===== src/rtl/ddr_arb_pkg.sv =====
// ddr_arb_pkg: shared types for the DDR ARW arbiter.
//   arb_state_e   - arbiter FSM state (IDLE, BUSY)
//   ARB_IDX_W     - width of a master index (two masters)
//   ARB_MAX_ID_W  - widest master ID the payload struct can carry
//   arw_payload_t - one master's ARW payload (addr, id, len, size, burst, lock, write)
package ddr_arb_pkg;
   typedef enum logic {IDLE, BUSY} arb_state_e;
   localparam int ARB_IDX_W    = 1;
   localparam int ARB_MAX_ID_W = 32;
   typedef struct packed {
      logic [31:0]             addr;
      logic [ARB_MAX_ID_W-1:0] id;
      logic [7:0]              len;
      logic [2:0]              size;
      logic [1:0]              burst;
      logic [1:0]              lock;
      logic                    write;
   } arw_payload_t;
endpackage


===== src/rtl/ddr_arb_order_fifo.sv =====
// ddr_arb_order_fifo: synchronous FIFO of master indices used as the write-order queue.
//   clk_i, rst_ni   - clock, asynchronous active-low reset
//   push_i, din_i   - enqueue a master index
//   pop_i, dout_o   - dequeue; dout_o shows the head entry
//   full_o, empty_o - occupancy flags
//   count_o         - number of stored entries
module ddr_arb_order_fifo
   import ddr_arb_pkg::*;
#(
   parameter int DEPTH = 4
) (
   input  logic                   clk_i,
   input  logic                   rst_ni,
   input  logic                   push_i,
   input  logic [ARB_IDX_W-1:0]   din_i,
   input  logic                   pop_i,
   output logic [ARB_IDX_W-1:0]   dout_o,
   output logic                   full_o,
   output logic                   empty_o,
   output logic [$clog2(DEPTH):0] count_o
);
   localparam int AW = $clog2(DEPTH);
   logic [ARB_IDX_W-1:0] mem_q [DEPTH];
   logic [AW-1:0]        wptr_q, rptr_q;
   logic [AW:0]          count_q;
   logic                 wr, rd;
   assign rd      = pop_i & ~empty_o;
   // a push into a full queue is accepted when the head leaves in the same cycle
   assign wr      = push_i & (~full_o | rd);
   assign full_o  = count_q == (AW+1)'(DEPTH);
   assign empty_o = count_q == '0;
   assign count_o = count_q;
   assign dout_o  = mem_q[rptr_q];
   always_ff @(posedge clk_i or negedge rst_ni) begin
      if (!rst_ni) begin
         wptr_q  <= '0;
         rptr_q  <= '0;
         count_q <= '0;
      end else begin
         if (wr) wptr_q <= wptr_q + 1'b1;
         if (rd) rptr_q <= rptr_q + 1'b1;
         count_q <= count_q + {{AW{1'b0}}, wr} - {{AW{1'b0}}, rd};
      end
   end
   always_ff @(posedge clk_i) begin
      if (wr) mem_q[wptr_q] <= din_i;
   end
endmodule


===== src/rtl/ddr_axi_arw_arbiter.sv =====
// ddr_axi_arw_arbiter: shares one combined-ARW AXI port (io_ddrA_*) between two masters.
//   io_memoryClk, resetn - clock, asynchronous active-low reset
//   mN_arw_*             - master N address request (write flag selects read/write)
//   mN_w_*               - master N write data, forwarded in granted write-address order
//   mN_b_*, mN_r_*       - responses routed back by the response ID MSB
//   io_ddrA_*            - slave side; ARW ID = {grant, master id}, W ID = {queue head, 0}
// Build option: DDR_ARB_RR_EN selects round-robin arbitration, otherwise m0 has fixed priority.
module ddr_axi_arw_arbiter
   import ddr_arb_pkg::*;
#(
   parameter int ID_WIDTH   = 8,
   parameter int DATA_WIDTH = 128,
   parameter int WQ_DEPTH   = 4
) (
   input  logic                    io_memoryClk,
   input  logic                    resetn,
   input  logic                    m0_arw_valid,
   output logic                    m0_arw_ready,
   input  logic [31:0]             m0_arw_addr,
   input  logic [ID_WIDTH-2:0]     m0_arw_id,
   input  logic [7:0]              m0_arw_len,
   input  logic [2:0]              m0_arw_size,
   input  logic [1:0]              m0_arw_burst,
   input  logic [1:0]              m0_arw_lock,
   input  logic                    m0_arw_write,
   input  logic                    m0_w_valid,
   output logic                    m0_w_ready,
   input  logic [DATA_WIDTH-1:0]   m0_w_data,
   input  logic [DATA_WIDTH/8-1:0] m0_w_strb,
   input  logic                    m0_w_last,
   output logic                    m0_b_valid,
   input  logic                    m0_b_ready,
   output logic [ID_WIDTH-2:0]     m0_b_id,
   output logic                    m0_r_valid,
   input  logic                    m0_r_ready,
   output logic [DATA_WIDTH-1:0]   m0_r_data,
   output logic [ID_WIDTH-2:0]     m0_r_id,
   output logic [1:0]              m0_r_resp,
   output logic                    m0_r_last,
   input  logic                    m1_arw_valid,
   output logic                    m1_arw_ready,
   input  logic [31:0]             m1_arw_addr,
   input  logic [ID_WIDTH-2:0]     m1_arw_id,
   input  logic [7:0]              m1_arw_len,
   input  logic [2:0]              m1_arw_size,
   input  logic [1:0]              m1_arw_burst,
   input  logic [1:0]              m1_arw_lock,
   input  logic                    m1_arw_write,
   input  logic                    m1_w_valid,
   output logic                    m1_w_ready,
   input  logic [DATA_WIDTH-1:0]   m1_w_data,
   input  logic [DATA_WIDTH/8-1:0] m1_w_strb,
   input  logic                    m1_w_last,
   output logic                    m1_b_valid,
   input  logic                    m1_b_ready,
   output logic [ID_WIDTH-2:0]     m1_b_id,
   output logic                    m1_r_valid,
   input  logic                    m1_r_ready,
   output logic [DATA_WIDTH-1:0]   m1_r_data,
   output logic [ID_WIDTH-2:0]     m1_r_id,
   output logic [1:0]              m1_r_resp,
   output logic                    m1_r_last,
   output logic                    io_ddrA_arw_valid,
   input  logic                    io_ddrA_arw_ready,
   output logic [31:0]             io_ddrA_arw_payload_addr,
   output logic [ID_WIDTH-1:0]     io_ddrA_arw_payload_id,
   output logic [7:0]              io_ddrA_arw_payload_len,
   output logic [2:0]              io_ddrA_arw_payload_size,
   output logic [1:0]              io_ddrA_arw_payload_burst,
   output logic [1:0]              io_ddrA_arw_payload_lock,
   output logic                    io_ddrA_arw_payload_write,
   output logic                    io_ddrA_w_valid,
   input  logic                    io_ddrA_w_ready,
   output logic [DATA_WIDTH-1:0]   io_ddrA_w_payload_data,
   output logic [DATA_WIDTH/8-1:0] io_ddrA_w_payload_strb,
   output logic                    io_ddrA_w_payload_last,
   output logic [ID_WIDTH-1:0]     io_ddrA_w_payload_id,
   input  logic                    io_ddrA_b_valid,
   output logic                    io_ddrA_b_ready,
   input  logic [ID_WIDTH-1:0]     io_ddrA_b_payload_id,
   input  logic                    io_ddrA_r_valid,
   output logic                    io_ddrA_r_ready,
   input  logic [DATA_WIDTH-1:0]   io_ddrA_r_payload_data,
   input  logic [ID_WIDTH-1:0]     io_ddrA_r_payload_id,
   input  logic [1:0]              io_ddrA_r_payload_resp,
   input  logic                    io_ddrA_r_payload_last
);
   arb_state_e                state_q;
   logic [ARB_IDX_W-1:0]      gnt_q, win, wq_head;
   arw_payload_t              m0_p, m1_p, sel_p;
   logic                      busy, arw_hs, m0_elig, m1_elig;
   logic                      wq_push, wq_pop, wq_full, wq_empty;
   logic [$clog2(WQ_DEPTH):0] wq_count;
   logic                      r_sel, b_sel, unused_bits;

   assign m0_p = '{addr: m0_arw_addr, id: ARB_MAX_ID_W'(m0_arw_id), len: m0_arw_len,
                   size: m0_arw_size, burst: m0_arw_burst, lock: m0_arw_lock, write: m0_arw_write};
   assign m1_p = '{addr: m1_arw_addr, id: ARB_MAX_ID_W'(m1_arw_id), len: m1_arw_len,
                   size: m1_arw_size, burst: m1_arw_burst, lock: m1_arw_lock, write: m1_arw_write};
   // the grant stays fixed until the handshake, so the live master payload is stable on the bus
   assign sel_p  = gnt_q[0] ? m1_p : m0_p;
   assign busy   = state_q == BUSY;
   assign arw_hs = busy & io_ddrA_arw_ready;

   // a write may only win while its slot in the write-order queue is guaranteed
   assign m0_elig = m0_arw_valid & (~m0_arw_write | ~wq_full);
   assign m1_elig = m1_arw_valid & (~m1_arw_write | ~wq_full);

`ifdef DDR_ARB_RR_EN
   logic ptr_q;
   assign win = (m0_elig & m1_elig) ? ptr_q : m1_elig;
   always_ff @(posedge io_memoryClk or negedge resetn) begin
      if (!resetn) ptr_q <= 1'b0;
      else if (arw_hs) ptr_q <= ~gnt_q[0];
   end
`else
   assign win = ~m0_elig;
`endif

   always_ff @(posedge io_memoryClk or negedge resetn) begin
      if (!resetn) begin
         state_q <= IDLE;
         gnt_q   <= '0;
      end else if (state_q == IDLE) begin
         if (m0_elig | m1_elig) begin
            state_q <= BUSY;
            gnt_q   <= win;
         end
      end else if (io_ddrA_arw_ready) begin
         state_q <= IDLE;
      end
   end

   assign io_ddrA_arw_valid         = busy;
   assign io_ddrA_arw_payload_addr  = sel_p.addr;
   assign io_ddrA_arw_payload_id    = {gnt_q, sel_p.id[ID_WIDTH-2:0]};
   assign io_ddrA_arw_payload_len   = sel_p.len;
   assign io_ddrA_arw_payload_size  = sel_p.size;
   assign io_ddrA_arw_payload_burst = sel_p.burst;
   assign io_ddrA_arw_payload_lock  = sel_p.lock;
   assign io_ddrA_arw_payload_write = sel_p.write;
   assign m0_arw_ready              = arw_hs & ~gnt_q[0];
   assign m1_arw_ready              = arw_hs &  gnt_q[0];

   assign wq_push = arw_hs & sel_p.write;
   assign wq_pop  = io_ddrA_w_valid & io_ddrA_w_ready & io_ddrA_w_payload_last;

   ddr_arb_order_fifo #(.DEPTH(WQ_DEPTH)) u_wq (
      .clk_i   (io_memoryClk),
      .rst_ni  (resetn),
      .push_i  (wq_push),
      .din_i   (gnt_q),
      .pop_i   (wq_pop),
      .dout_o  (wq_head),
      .full_o  (wq_full),
      .empty_o (wq_empty),
      .count_o (wq_count)
   );

   // W follows the master at the queue head; early data from others simply waits
   assign io_ddrA_w_valid        = ~wq_empty & (wq_head[0] ? m1_w_valid : m0_w_valid);
   assign io_ddrA_w_payload_data = wq_head[0] ? m1_w_data : m0_w_data;
   assign io_ddrA_w_payload_strb = wq_head[0] ? m1_w_strb : m0_w_strb;
   assign io_ddrA_w_payload_last = wq_head[0] ? m1_w_last : m0_w_last;
   assign io_ddrA_w_payload_id   = {wq_head, {(ID_WIDTH-1){1'b0}}};
   assign m0_w_ready             = ~wq_empty & ~wq_head[0] & io_ddrA_w_ready;
   assign m1_w_ready             = ~wq_empty &  wq_head[0] & io_ddrA_w_ready;

   // response paths are combinational, so reset gating keeps them quiet while resetn is low
   assign r_sel           = io_ddrA_r_payload_id[ID_WIDTH-1];
   assign m0_r_valid      = resetn & io_ddrA_r_valid & ~r_sel;
   assign m1_r_valid      = resetn & io_ddrA_r_valid &  r_sel;
   assign io_ddrA_r_ready = resetn & (r_sel ? m1_r_ready : m0_r_ready);
   assign m0_r_data       = io_ddrA_r_payload_data;
   assign m1_r_data       = io_ddrA_r_payload_data;
   assign m0_r_id         = io_ddrA_r_payload_id[ID_WIDTH-2:0];
   assign m1_r_id         = io_ddrA_r_payload_id[ID_WIDTH-2:0];
   assign m0_r_resp       = io_ddrA_r_payload_resp;
   assign m1_r_resp       = io_ddrA_r_payload_resp;
   assign m0_r_last       = io_ddrA_r_payload_last;
   assign m1_r_last       = io_ddrA_r_payload_last;

   assign b_sel           = io_ddrA_b_payload_id[ID_WIDTH-1];
   assign m0_b_valid      = resetn & io_ddrA_b_valid & ~b_sel;
   assign m1_b_valid      = resetn & io_ddrA_b_valid &  b_sel;
   assign io_ddrA_b_ready = resetn & (b_sel ? m1_b_ready : m0_b_ready);
   assign m0_b_id         = io_ddrA_b_payload_id[ID_WIDTH-2:0];
   assign m1_b_id         = io_ddrA_b_payload_id[ID_WIDTH-2:0];

   assign unused_bits = ^{sel_p.id, wq_count};
endmodule


===== config.mk =====
export PLATFORM = sky130hd
export DESIGN_NAME = ddr_axi_arw_arbiter
export DESIGN_NICKNAME = d
export VERILOG_FILES = /design/src/rtl/ddr_arb_pkg.sv /design/src/rtl/ddr_arb_order_fifo.sv /design/src/rtl/ddr_axi_arw_arbiter.sv
export SDC_FILE = /design/constraint.sdc
export NUM_CORES = 1
export LEC_CHECK = 0
export ABC_CLOCK_PERIOD_IN_PS = 2400
export BUFFER_PORTS_ARGS = -buffer_cell sky130_fd_sc_hd__buf_2
export CAP_MARGIN = 20
export CORE_AREA = 4 4 409 411
export DETAILED_ROUTE_END_ITERATION = 12
export DIE_AREA = 0 0 413 415
export PLACE_DENSITY = 0.3
export REMOVE_ABC_BUFFERS = 1
export SETUP_SLACK_MARGIN = 0.3
export SYNTH_ARGS = -nofsm -noshare
export SYNTH_HDL_FRONTEND = slang
export SYNTH_SLANG_ARGS = --single-unit

===== constraint.sdc =====
create_clock -name io_memoryClk -period 2.4 [get_ports io_memoryClk]
set_input_delay 0.36 -clock io_memoryClk [delete_from_list [all_inputs] [get_ports io_memoryClk]]
set_output_delay 0.36 -clock io_memoryClk [all_outputs]
set_load 0.01 [all_outputs]

### Word-level counts from Yosys, hierarchy flattened

Memories as Yosys holds them, arrays and structs flattened.
Index checks and enable logic that the tools add are counted.

* register bits after elaboration: 9
* memory bits (writable): 4
* word-level logic and storage cells: 62
* memories: 1
* input bits: 561
* output and inout bits: 511

* add/sub/neg operators: 4
* multiplexer cells: 12
* bitwise operators: 37
* reduce and logical (&&, ||, !) cells: 2
* eq/ne operators: 1

Memories
* u_wq.mem_q: depth 4, width 1, read ports 1, clocked after Yosys merged registers in 0, write ports 1, RTL line ddr_arb_order_fifo.sv:23 `logic [ARB_IDX_W-1:0] mem_q [DEPTH];`

Operators by type and width (count)
* 128-bit 2-to-1 mux: 1
* 80-bit 2-to-1 mux: 1
* 1-bit AND: 23
* 16-bit 2-to-1 mux: 1
* 1-bit inverter: 10
* 1-bit 2-to-1 mux: 9
* 2-bit by 1-bit adder with 2-bit output, second input constant: 2
* 1-bit bitwise OR: 4
* 3-bit by 1-bit adder with 3-bit output: 1
* 3-bit == test, second input constant: 1
* 3-bit logical NOT: 1
* 3-bit by 1-bit subtractor with 3-bit output: 1
* 2-bit AND reduction: 1

### Depth between registers and ports, before layout

Gate-level depths: netlist of run 1.

* depth in word-level cells: 10
* mapped depth: 12
* mapped depth without buffers: 12

### Cells and area by module

Synthesis of run 1 repeated with hierarchy kept, for this count alone.

* cell total of the unflattened synthesis: 592
* area total of the unflattened synthesis: 5524.0 um^2

By module, submodules not included
* ddr_axi_arw_arbiter: instances 1, cells an instance 551, seq. area each 50.0 um^2, area an instance 4943.5 um^2
* ddr_arb_order_fifo: instances 1, cells an instance 41, seq. area each 295.3 um^2, area an instance 580.6 um^2

### Worst setup path before layout of run 1

No wires, ideal clock.

* path kind: reg-to-reg
* start point: reg u_wq.rptr_q[0]
* end point: reg u_wq.count_q[2] (netlist: u_wq.count_o[2])
* stages on the path, launching flop included: 13
* library setup time: 123 ps
* setup slack: -212 ps
* period minus slack after synthesis: 2612 ps
* buffers on the path: 0
* data arrival time: 2489 ps
* data required time: 2277 ps
* cells stage by stage: dfrtp_1 > mux2i_1 > mux2_2 > inv_2 > mux2_2 > nor2_2 > ha_1 > inv_1 > ha_1 > inv_1 > fa_1 > xnor2_1 > xnor2_1

* cells in the longest elaborated chain, start to end: 10
* elaborated cells on any way between the ends: 11
* classes of those cells: add/sub: 2; mux: 2; bitwise: 6; memory: 1

Ends and longest elaborated chain
* from (decl): RTL line ddr_arb_order_fifo.sv:24 `logic [AW-1:0] wptr_q, rptr_q;`
* from (signal assigned): RTL line ddr_arb_order_fifo.sv:41 `if (rd) rptr_q <= rptr_q + 1'b1;`
* memory 4 x 1 bit *
* 1-bit 2-to-1 mux: RTL line ddr_axi_arw_arbiter.sv:161 `assign io_ddrA_w_valid = ~wq_empty & (wq_head[0] ? m1_w_valid : m0_w_valid);`
* 1-bit AND: RTL line ddr_axi_arw_arbiter.sv:161
* 1-bit AND: RTL line ddr_axi_arw_arbiter.sv:146 `assign wq_pop = io_ddrA_w_valid & io_ddrA_w_ready & io_ddrA_w_payload_last;`
* 1-bit AND *: RTL line ddr_axi_arw_arbiter.sv:146
* 1-bit AND *: RTL line ddr_arb_order_fifo.sv:27 `assign rd = pop_i & ~empty_o;`
* named net u_wq.rd: RTL line ddr_arb_order_fifo.sv:26 `logic wr, rd;`
* 1-bit bitwise OR: RTL line ddr_arb_order_fifo.sv:29 `assign wr = push_i & (~full_o | rd);`
* 1-bit AND: RTL line ddr_arb_order_fifo.sv:29
* 3-bit by 1-bit adder with 3-bit output: RTL line ddr_arb_order_fifo.sv:42 `count_q <= count_q + {{AW{1'b0}}, wr} - {{AW{1'b0}}, rd};`
* 3-bit by 1-bit subtractor with 3-bit output *: RTL line ddr_arb_order_fifo.sv:42
* to (signal assigned): RTL line ddr_arb_order_fifo.sv:42
* to (decl): RTL line ddr_arb_order_fifo.sv:25 `logic [AW:0] count_q;`

Mark *: on every way through the listed nets, which the timed path passes. The rest lies on a longest branch.
A chain may end at the register's enable or synchronous reset.

### Worst setup path after layout of run 1

Same ends and word-level chain as after synthesis.

==> summary.md, run 1 <==
| Metric | Value |
|---|---|
| Vias | 8790 |
| Die Area | 171000 um^2 |
| H-tree depth | 1 |
| Failing checks | negative setup slack |
| Static leakage | 5.79 nW |
| Final setup viols | 69 |
| Pwr dens | 1070 nW/um^2 |
| GP Congestion | 0.823 |
| TritonCTS clock tree | built |
| Largest net degree at the start of global routing | 63 |
| Vias per inst | 2.49 |
| Worst Skew | 0.00410 ns |
| WS Path Type | reg2reg |
| Tcrit/Tclk final | 1.04 |
| Outcome | complete, but fails checks |
| Die Ht | 415 um |
| Post-detailed-route count of antenna-violating nets | 0 |
| Max-slew violations | 0 |
| Ports | 1072 |
| First-iteration detailed-routing DRC count | 567 |
| FF-to-FF setup slack | -0.09 ns |
| WP data arrival | 2.62 ns |
| Worst slew margin | 0.656 |
| Synth area leaders | buf_4 (42%), nand2_1 (30%), mux2_2 (11%) |
| Setup ws final | -0.0940 ns |
| Minimum clock period | 2.49 ns |
| Root Driver | clkbuf_16 |
| Setup_tns | -1.96 ns |
| Fillers | 19.5k |
| CP Launch Type | flop |
| FF+latch count, synth | 13 |
| Area delta synth->final | 121% |
| Max-Cap Viols | 0 |
| Clk buf depth | 2 |
| Initial Util | 0.0339 |
| Yosys top cell by area | buf_4 |
| First-pass GRT wire length | 157000 um |
| CTS Buf Count | 3 |
| CP max FO | 3 |
| CTS Sinks | 13 |
| Critical path cell sequence | mux2i_1 -> mux2_8 -> inv_6 -> mux2_4 -> nor2_4 -> ha_4 -> inv_2 -> ha_4 -> inv_2 -> fa_2 -> xnor2_2 -> xnor2_1 |
| Max Freq | 401 MHz |
| Max VDD drop | 599 uV |
| Yosys warnings | 0 |
| Synth Instances | 922 |
| Final Util | 0.0750 |
| Layout cells sized above 1 | 0.728 |
| Worst min path class | in2async |
| Clock Latency Late Sink | 0.24 ns |
| Total core area | 164000 um^2 |
| Worst slew pin tran | 0.512 ns |
| Total track usage | 0.155 |
| Mean Syn Cell Area | 6.03 um^2 |
| Post-synthesis sequential area ratio | 0.0621 |
| Total global routing overflow | 0 |
| CP peak stage delay | 0.40 ns |
| DRC viols | 0 |
| Crit path required time | 2.53 ns |
| Crit. End Element | flop |
| Routed WL | 140000 um |
| WL/cell | 39.8 um |
| Critical-path top delay cell | dfrtp_1 |
| Number of global-route vias before repair | 7715 |
| Initial antenna violation count | 149 |
| Initial DRT Pass Iterations | 5 |
| DP Wirelength | 119000 um |
| Synth top area share | 0.420 |
| Synth cell types | 34 |
| Synthesized area | 5560 um^2 |
| RSZ-0062 raised after global routing | yes |
| I/O Buffers | 629 |
| Final nets | 1881 |
| CTS clk-pin slew, worst paths | 0.05 ns |
| Hold Violations, Final | 0 |
| Die W | 413 um |
| Rows | 149 |
-- cells in the mapped netlist --
| cell | number |
|---|---|
| mux2i_2 | 1 |
| and2_1 | 2 |
| nor3b_1 | 1 |
| mux2_2 | 56 |
| inv_2 | 1 |
| o31ai_1 | 1 |
| a31oi_1 | 2 |
| conb_1 | 1 |
| a21boi_2 | 1 |
| nor4b_1 | 1 |
| nand4_1 | 2 |
| xor2_1 | 2 |
| nand2_1 | 450 |
| mux2i_1 | 5 |
| a221oi_1 | 3 |
| nand3_1 | 2 |
| fa_1 | 1 |
| ha_1 | 6 |
| nor2_2 | 1 |
| nor2_1 | 11 |
| and3_1 | 4 |
| dfrtp_1 | 9 |
| inv_1 | 9 |
| xnor2_1 | 2 |
| buf_4 | 311 |
| buf_1 | 3 |
| clkbuf_1 | 15 |
| nor3_1 | 1 |
| buf_2 | 8 |
| edfxtp_1 | 4 |
| or2_2 | 1 |
| a21oi_1 | 2 |
| nor4_1 | 1 |
| nor2b_1 | 2 |
-- cells by family after synthesis --
family / after synthesis / synth area share
compound gates: 9 / 0.0121
other cells: 1 / 0.000674
fa+ha+maj: 7 / 0.0171
buf+inv: 347 / 0.446
xor+xnor: 4 / 0.00630
simple gates: 479 / 0.331
flops: 13 / 0.0621
mux: 62 / 0.125
-- worst max-delay path, delay by kind of cell (launching register included) --
kind / cells / cell delay [ns]
multiplexers: 3 / 0.78
adder cells (fa/ha/maj): 3 / 0.66
flip-flops: 1 / 0.40
XOR/XNOR: 2 / 0.27
buffers and inverters: 3 / 0.16
AND/OR/NAND/NOR: 1 / 0.11
-- worst paths after layout --
| check | from | endpoint | cells after the start |
|---|---|---|---|
| min in group io_memoryClk | m0_arw_valid | gnt_q$_DFFE_PN0P_ | 2 |
| worst min-delay path | resetn | u_wq.count_o[2]$_DFF_PN0_ | 1 |
| worst min register to register | u_wq.count_o[2]$_DFF_PN0_ | u_wq.count_o[2]$_DFF_PN0_ | 1 |
| worst max register to register | u_wq.rptr_q[0]$_DFFE_PN0P_ | u_wq.count_o[2]$_DFF_PN0_ | 12 |
| max in group asynchronous | resetn | gnt_q$_DFFE_PN0P_ | 2 |
| worst max-delay path | u_wq.rptr_q[0]$_DFFE_PN0P_ | u_wq.count_o[2]$_DFF_PN0_ | 12 |
-- state kept, by name, summed over array words and instances (netlist names) --
register,cells
u_wq.mem_q,4
u_wq.count_o,3
u_wq.rptr_q,2
u_wq.wptr_q,2
gnt_q,1
io_ddrA_arw_valid,1
-- per-layer routing --
layer  wire length (um)  vias up  part of all wire  GRT usage
met2              55000     1306              0.39      0.219
met5               1720        -             0.012     0.0659
met3              26000      306              0.19      0.124
li1                   -     3351                 -          -
met1              54400     3775              0.39      0.181
met4               3260       52             0.023     0.0167
-- area by class of cell --
type | instances | area (um^2) | area share
Clock buffer | 4 | 78.8 | 0.00641
Timing Repair Buffer | 717 | 5200 | 0.422
Antenna cell | 23 | 57.6 | 0.00468
Inverter | 10 | 42.5 | 0.00346
Multi-Input combinational cell | 568 | 3840 | 0.312
Sequential cell | 13 | 349 | 0.0284
Tap cell | 2189 | 2740 | 0.223
-- where the power goes --
part / switching [mW] / total, mW / leakage, nW / internal [mW]
combinational: 6.35 / 12.5 / 5.61 / 6.13
sequential: 0.0803 / 0.407 / 0.140 / 0.327
clock: 0.0934 / 0.318 / 0.0383 / 0.224
-- stage by stage --
stage	power (mW)	setup WS, ns	area, um^2	instances	hold slack [ns]
global route	14.1	-0.201	12300	3506	0.0396
detailed placement	7.28	-0.269	9270	3431	0.290
finish	13.2	-0.0940	12300	3524	0.0322
global placement	7.31	-0.307	9270	3431	0.295
CTS	11.9	-0.143	11200	3482	0.0323
floorplan	3.73	-2.79	3140	591	0.0644
-- cells in the final DEF, fill, tap and decap left out, types with 6 or more instances in the layout --
cell type,instances
buf_16,26
buf_2,567
nand2_4,67
mux2_2,54
buf_4,22
nand2_8,18
nand2_2,76
dfrtp_1,8
nand2_1,289
buf_12,16
clkbuf_16,8
conb_1,7
buf_8,10
inv_1,6
nor2_1,7
diode_2,23
buf_6,67
-- timing repair --
item	4_1_cts	5_1_grt
endpoints found under the setup margin	151	154
gates resized for setup	250	186
hold buffers	0	0
buffers inserted	22	13
pin swaps	29	45
gates cloned	25	6
Note: power is estimated with default switching activity, not from simulation.
==> inputs of run 2 (changes only) <==
Settings changed: CORE_AREA 4 4 409 411 to 4 4 420 422, DIE_AREA 0 0 413 415 to 0 0 424 426, SYNTH_HIERARCHICAL set to 1.
==> run 2 against run 1 <==
Effect of this change: critical endpoint is now io_ddrA_w_payload_data[52]; critical path depth shrank 4; die area increased by 5.4%; the flow still finishes with violations (negative setup slack); flip-flop and latch count unchanged; fmax fell by 14%; clock-buffer cell count fell by 1; highest routed layer unchanged; synthesized cell count decreased by 36%; routed wire length increased by 24%; clock skew shrank 0.0014 ns.
==> summary.md, run 2 <==
| Metric | Value |
|---|---|
| Vias | 7666 (-13%) |
| DRC viols | 0 (unchanged) |
| Max-slew violations | 0 (unchanged) |
| Static leakage | 4.28 nW (-26%) |
| Total global routing overflow | 0 (unchanged) |
| Most frequent cells in the layout | buf_2 (572), mux2_2 (196), buf_4 (32) |
| FF+latch count, synth | 13 (unchanged) |
| Total core area | 173000 um^2 (+5.5%) |
| CP Launch Type | flop |
| CTS Buf Count | 3 (unchanged) |
| Most flops, register | u_wq/mem_q |
| Layout cells sized above 1 | 0.940 (+0.212) |
| Setup ws final | -0.489 ns (-0.395 ns) |
| Critical-path top delay cell | mux4_4 |
| Most common cell in the netlist | buf_4 |
| Die Ht | 426 um (+2.7%) |
| Number of global-route vias before repair | 6141 (-20%) |
| Final nets | 1524 (-19%) |
| CTS Sinks | 13 (unchanged) |
| Highest routed layer | met5 |
| Initial DRT Pass Iterations | 5 (unchanged) |
| Post-detailed-route count of antenna-violating nets | 0 (unchanged) |
| Dpl cells | 3246 (-5.4%) |
| Worst Skew | 0.00275 ns (-0.00135 ns) |
| Pwr dens | 934 nW/um^2 (-13%) |
| H-tree depth | 1 (unchanged) |
| Hold Violations, Final | 0 (unchanged) |
| Synth cell types | 33 (-2.9%) |
| Worst min path class | in2async |
| Die Area | 181000 um^2 (+5.4%) |
| Synthesized area | 5520 um^2 (-0.72%) |
| Dpl cell area | 9510 um^2 (+2.6%) |
| Root Driver | clkbuf_16 |
| Minimum clock period | 2.89 ns (+0.395 ns) |
| Met3 routed WL | 40600 um (+56%) |
| Final Instance Area | 10600 um^2 (-14%) |
| Number of synthesized flops with an enable pin | 4 (unchanged) |
| WS Path Type | reg2out |
| Commonest non-fill, non-tap cell in the layout | buf_2 |
| Crit path required time | 2.04 ns (-0.49 ns) |
| Vias per inst | 2.30 (-7.7%) |
| Crit-path leading delay family | buffers and inverters |
| Largest net degree at the start of global routing | 91 (+44%) |
| GP Congestion | 0.947 (+15%) |
| Critical path cell sequence | mux4_4 -> buf_6 -> buf_16 -> buf_12 -> buf_16 -> buf_12 -> mux2_2 -> buf_2 |
| Area delta synth->final | 92.6% |
| Largest register FFs | 4 (unchanged) |
| WL/cell | 52.2 um (+31%) |
| CTS clk-pin slew, worst paths | 0.05 ns (about the same) |
| Synth cell count leaders | buf_4 (300), mux2_2 (200), buf_6 (19) |
| CP max FO | 10 (+7) |
| CP peak stage delay | 0.69 ns (+0.29 ns) |
| First-iteration detailed-routing DRC count | 628 (+11%) |
| Initial Util | 0.0319 (-0.00199) |
| WL met1 | 51800 um (-4.7%) |
| Synth area leaders | buf_4 (41%), mux2_2 (41%), dfrtp_1 (4.1%) |
| Yosys warnings | 6 (+6) |
| First-pass GRT wire length | 184000 um (+17%) |
| Max VDD drop | 310 uV (-48%) |
| Most used DFF post-synth | dfrtp_1 |
| Ports | 1072 (unchanged) |
| WP data arrival | 2.53 ns (-0.09 ns) |
| Tcrit/Tclk final | 1.20 (+0.165) |
| Outcome | complete, but fails checks |
| Synth Instances | 592 (-36%) |
| Routed WL | 174000 um (+24%) |
| Yosys top cell by area | buf_4 |
| Clk buf depth | 2 (unchanged) |
| Total track usage | 0.180 (+0.0251) |
| RSZ-0062 raised after global routing | yes |
| Crit. End Element | primary output |
| Die W | 424 um (+2.7%) |
| Ys async rst share | 0.692 (unchanged) |
| Final setup viols | 149 (+120%) |
| Rows | 153 (+2.7%) |
| TritonCTS clock tree | built |
| DR WL met2 | 75100 um (+37%) |
| Post-synthesis sequential area ratio | 0.0625 (+0.000450) |
| Failing checks | negative setup slack |
| Initial antenna violation count | 260 (+74%) |
| Setup_tns | -46.14 ns (-44.18 ns) |
| Max Freq | 346 MHz (-14%) |
| Synth top area share | 0.408 (-0.0119) |
| Clock Latency Late Sink | 0.24 ns (about the same) |
| Hold_ws | 0.0633 ns (+0.0311 ns) |
| Mean Syn Cell Area | 9.33 um^2 (+55%) |
| Layout Cells excl Fill | 3330 (-5.5%) |
| Hold Buf Count CTS | 0 (unchanged) |
| Max-Cap Viols | 0 (unchanged) |
| I/O Buffers | 629 (unchanged) |
| WP buf/inv | 6 (+3) |
| DP Wirelength | 159000 um (+34%) |
| Post-Place Worst Slack | -0.494 ns (-0.225 ns) |
run 2: cell count changes after synthesis, sizes merged, moves of 3 or more:
cell | before | now
mux2i | 6 | 3
clkbuf | 15 | 0
nand2 | 450 | 5
a221oi | 3 | 0
inv | 10 | 7
nor2 | 12 | 7
mux2 | 56 | 201
run 2: kinds of logic (layout without fill, tap and decap cells):
family                   after synthesis  after routing  synth area share
flip-flops                            13             13            0.0625
multiplexers                         205            205             0.420
other                                  1             56          0.000679
AND/OR/NAND/NOR                       30             30            0.0324
XOR/XNOR                               5              5           0.00793
AO/OA/AOI/OAI                          4              4           0.00861
adder cells (fa/ha/maj)                6              6            0.0149
buffers and inverters                328            686             0.453
run 2: metrics by stage:
| step | total power [mW] | utilization |
|---|---|---|
| 2_1_floorplan | 3.62 | - |
| 3_3_place_gp | 7.71 | 0.0550 |
| 3_5_place_dp | 7.69 | 0.0550 |
| 4_1_cts | 9.11 | 0.0585 |
| 5_1_grt | 10.2 | 0.0612 |
| 6_report | 9.94 | 0.0615 |
run 2: final timing paths:
path                                             from                     endpoint  slack, ns  cells past startpoint
max in group asynchronous                      resetn            gnt_q$_DFFE_PN0P_       1.98                      1
setup / recovery           u_wq/rptr_q[0]$_DFFE_PN0N_   io_ddrA_w_payload_data[52]      -0.49                      8
hold / removal                                 resetn   u_wq/wptr_q[0]$_DFFE_PN0P_       0.06                      1
min in group io_memoryClk           io_ddrA_arw_ready  io_ddrA_arw_valid$_DFF_PN0_       0.40                      3
hold reg to reg            u_wq/rptr_q[1]$_DFFE_PN0N_   u_wq/rptr_q[1]$_DFFE_PN0N_       0.55                      2
setup reg to reg           u_wq/rptr_q[0]$_DFFE_PN0N_    u_wq/count_o[2]$_DFF_PN0_      -0.43                     12
run 2: worst reg2reg max path: cells and delay by family (launching register included):
kind	cells	cell delay, ns
muxes	2	0.85
adders and majority gates	2	0.48
DFF	1	0.36
and+or+nand+nor	2	0.34
xor gates and xnor gates	2	0.33
AOI/OAI and AO/OA	2	0.30
buffers and inverters	2	0.10
run 2: layout make-up:
cell class / instances / area (um^2)
flip-flops and latches: 13 / 349
clock inverters: 1 / 5.00
diodes: 49 / 123
repair buffers: 675 / 4380
fillers: 20500 / 162000
clock buffers: 3 / 75.1
well taps: 2325 / 2910
multi-input cells: 257 / 2770
inverters: 7 / 26.3
run 2: report_power, final:
| part | switching [mW] | internal (mW) |
|---|---|---|
| Combinational | 4.80 | 4.43 |
| Clock | 0.0928 | 0.222 |
| Sequential | 0.0662 | 0.337 |
run 2: per-layer routing:
| metal | vias to the layer above | GRT usage |
|---|---|---|
| li1 | 2486 | - |
| met1 | 3309 | 0.153 |
| met2 | 1379 | 0.278 |
| met3 | 394 | 0.207 |
| met4 | 98 | 0.0213 |
| met5 | - | 0.0774 |
run 2: what timing repair did:
item,CTS,global route
gates resized for setup,74,32
setup endpoints to repair,214,160
pin swaps,5,3
gates cloned,5,16
endpoints found under the hold margin,0,0
setup buffers,9,1
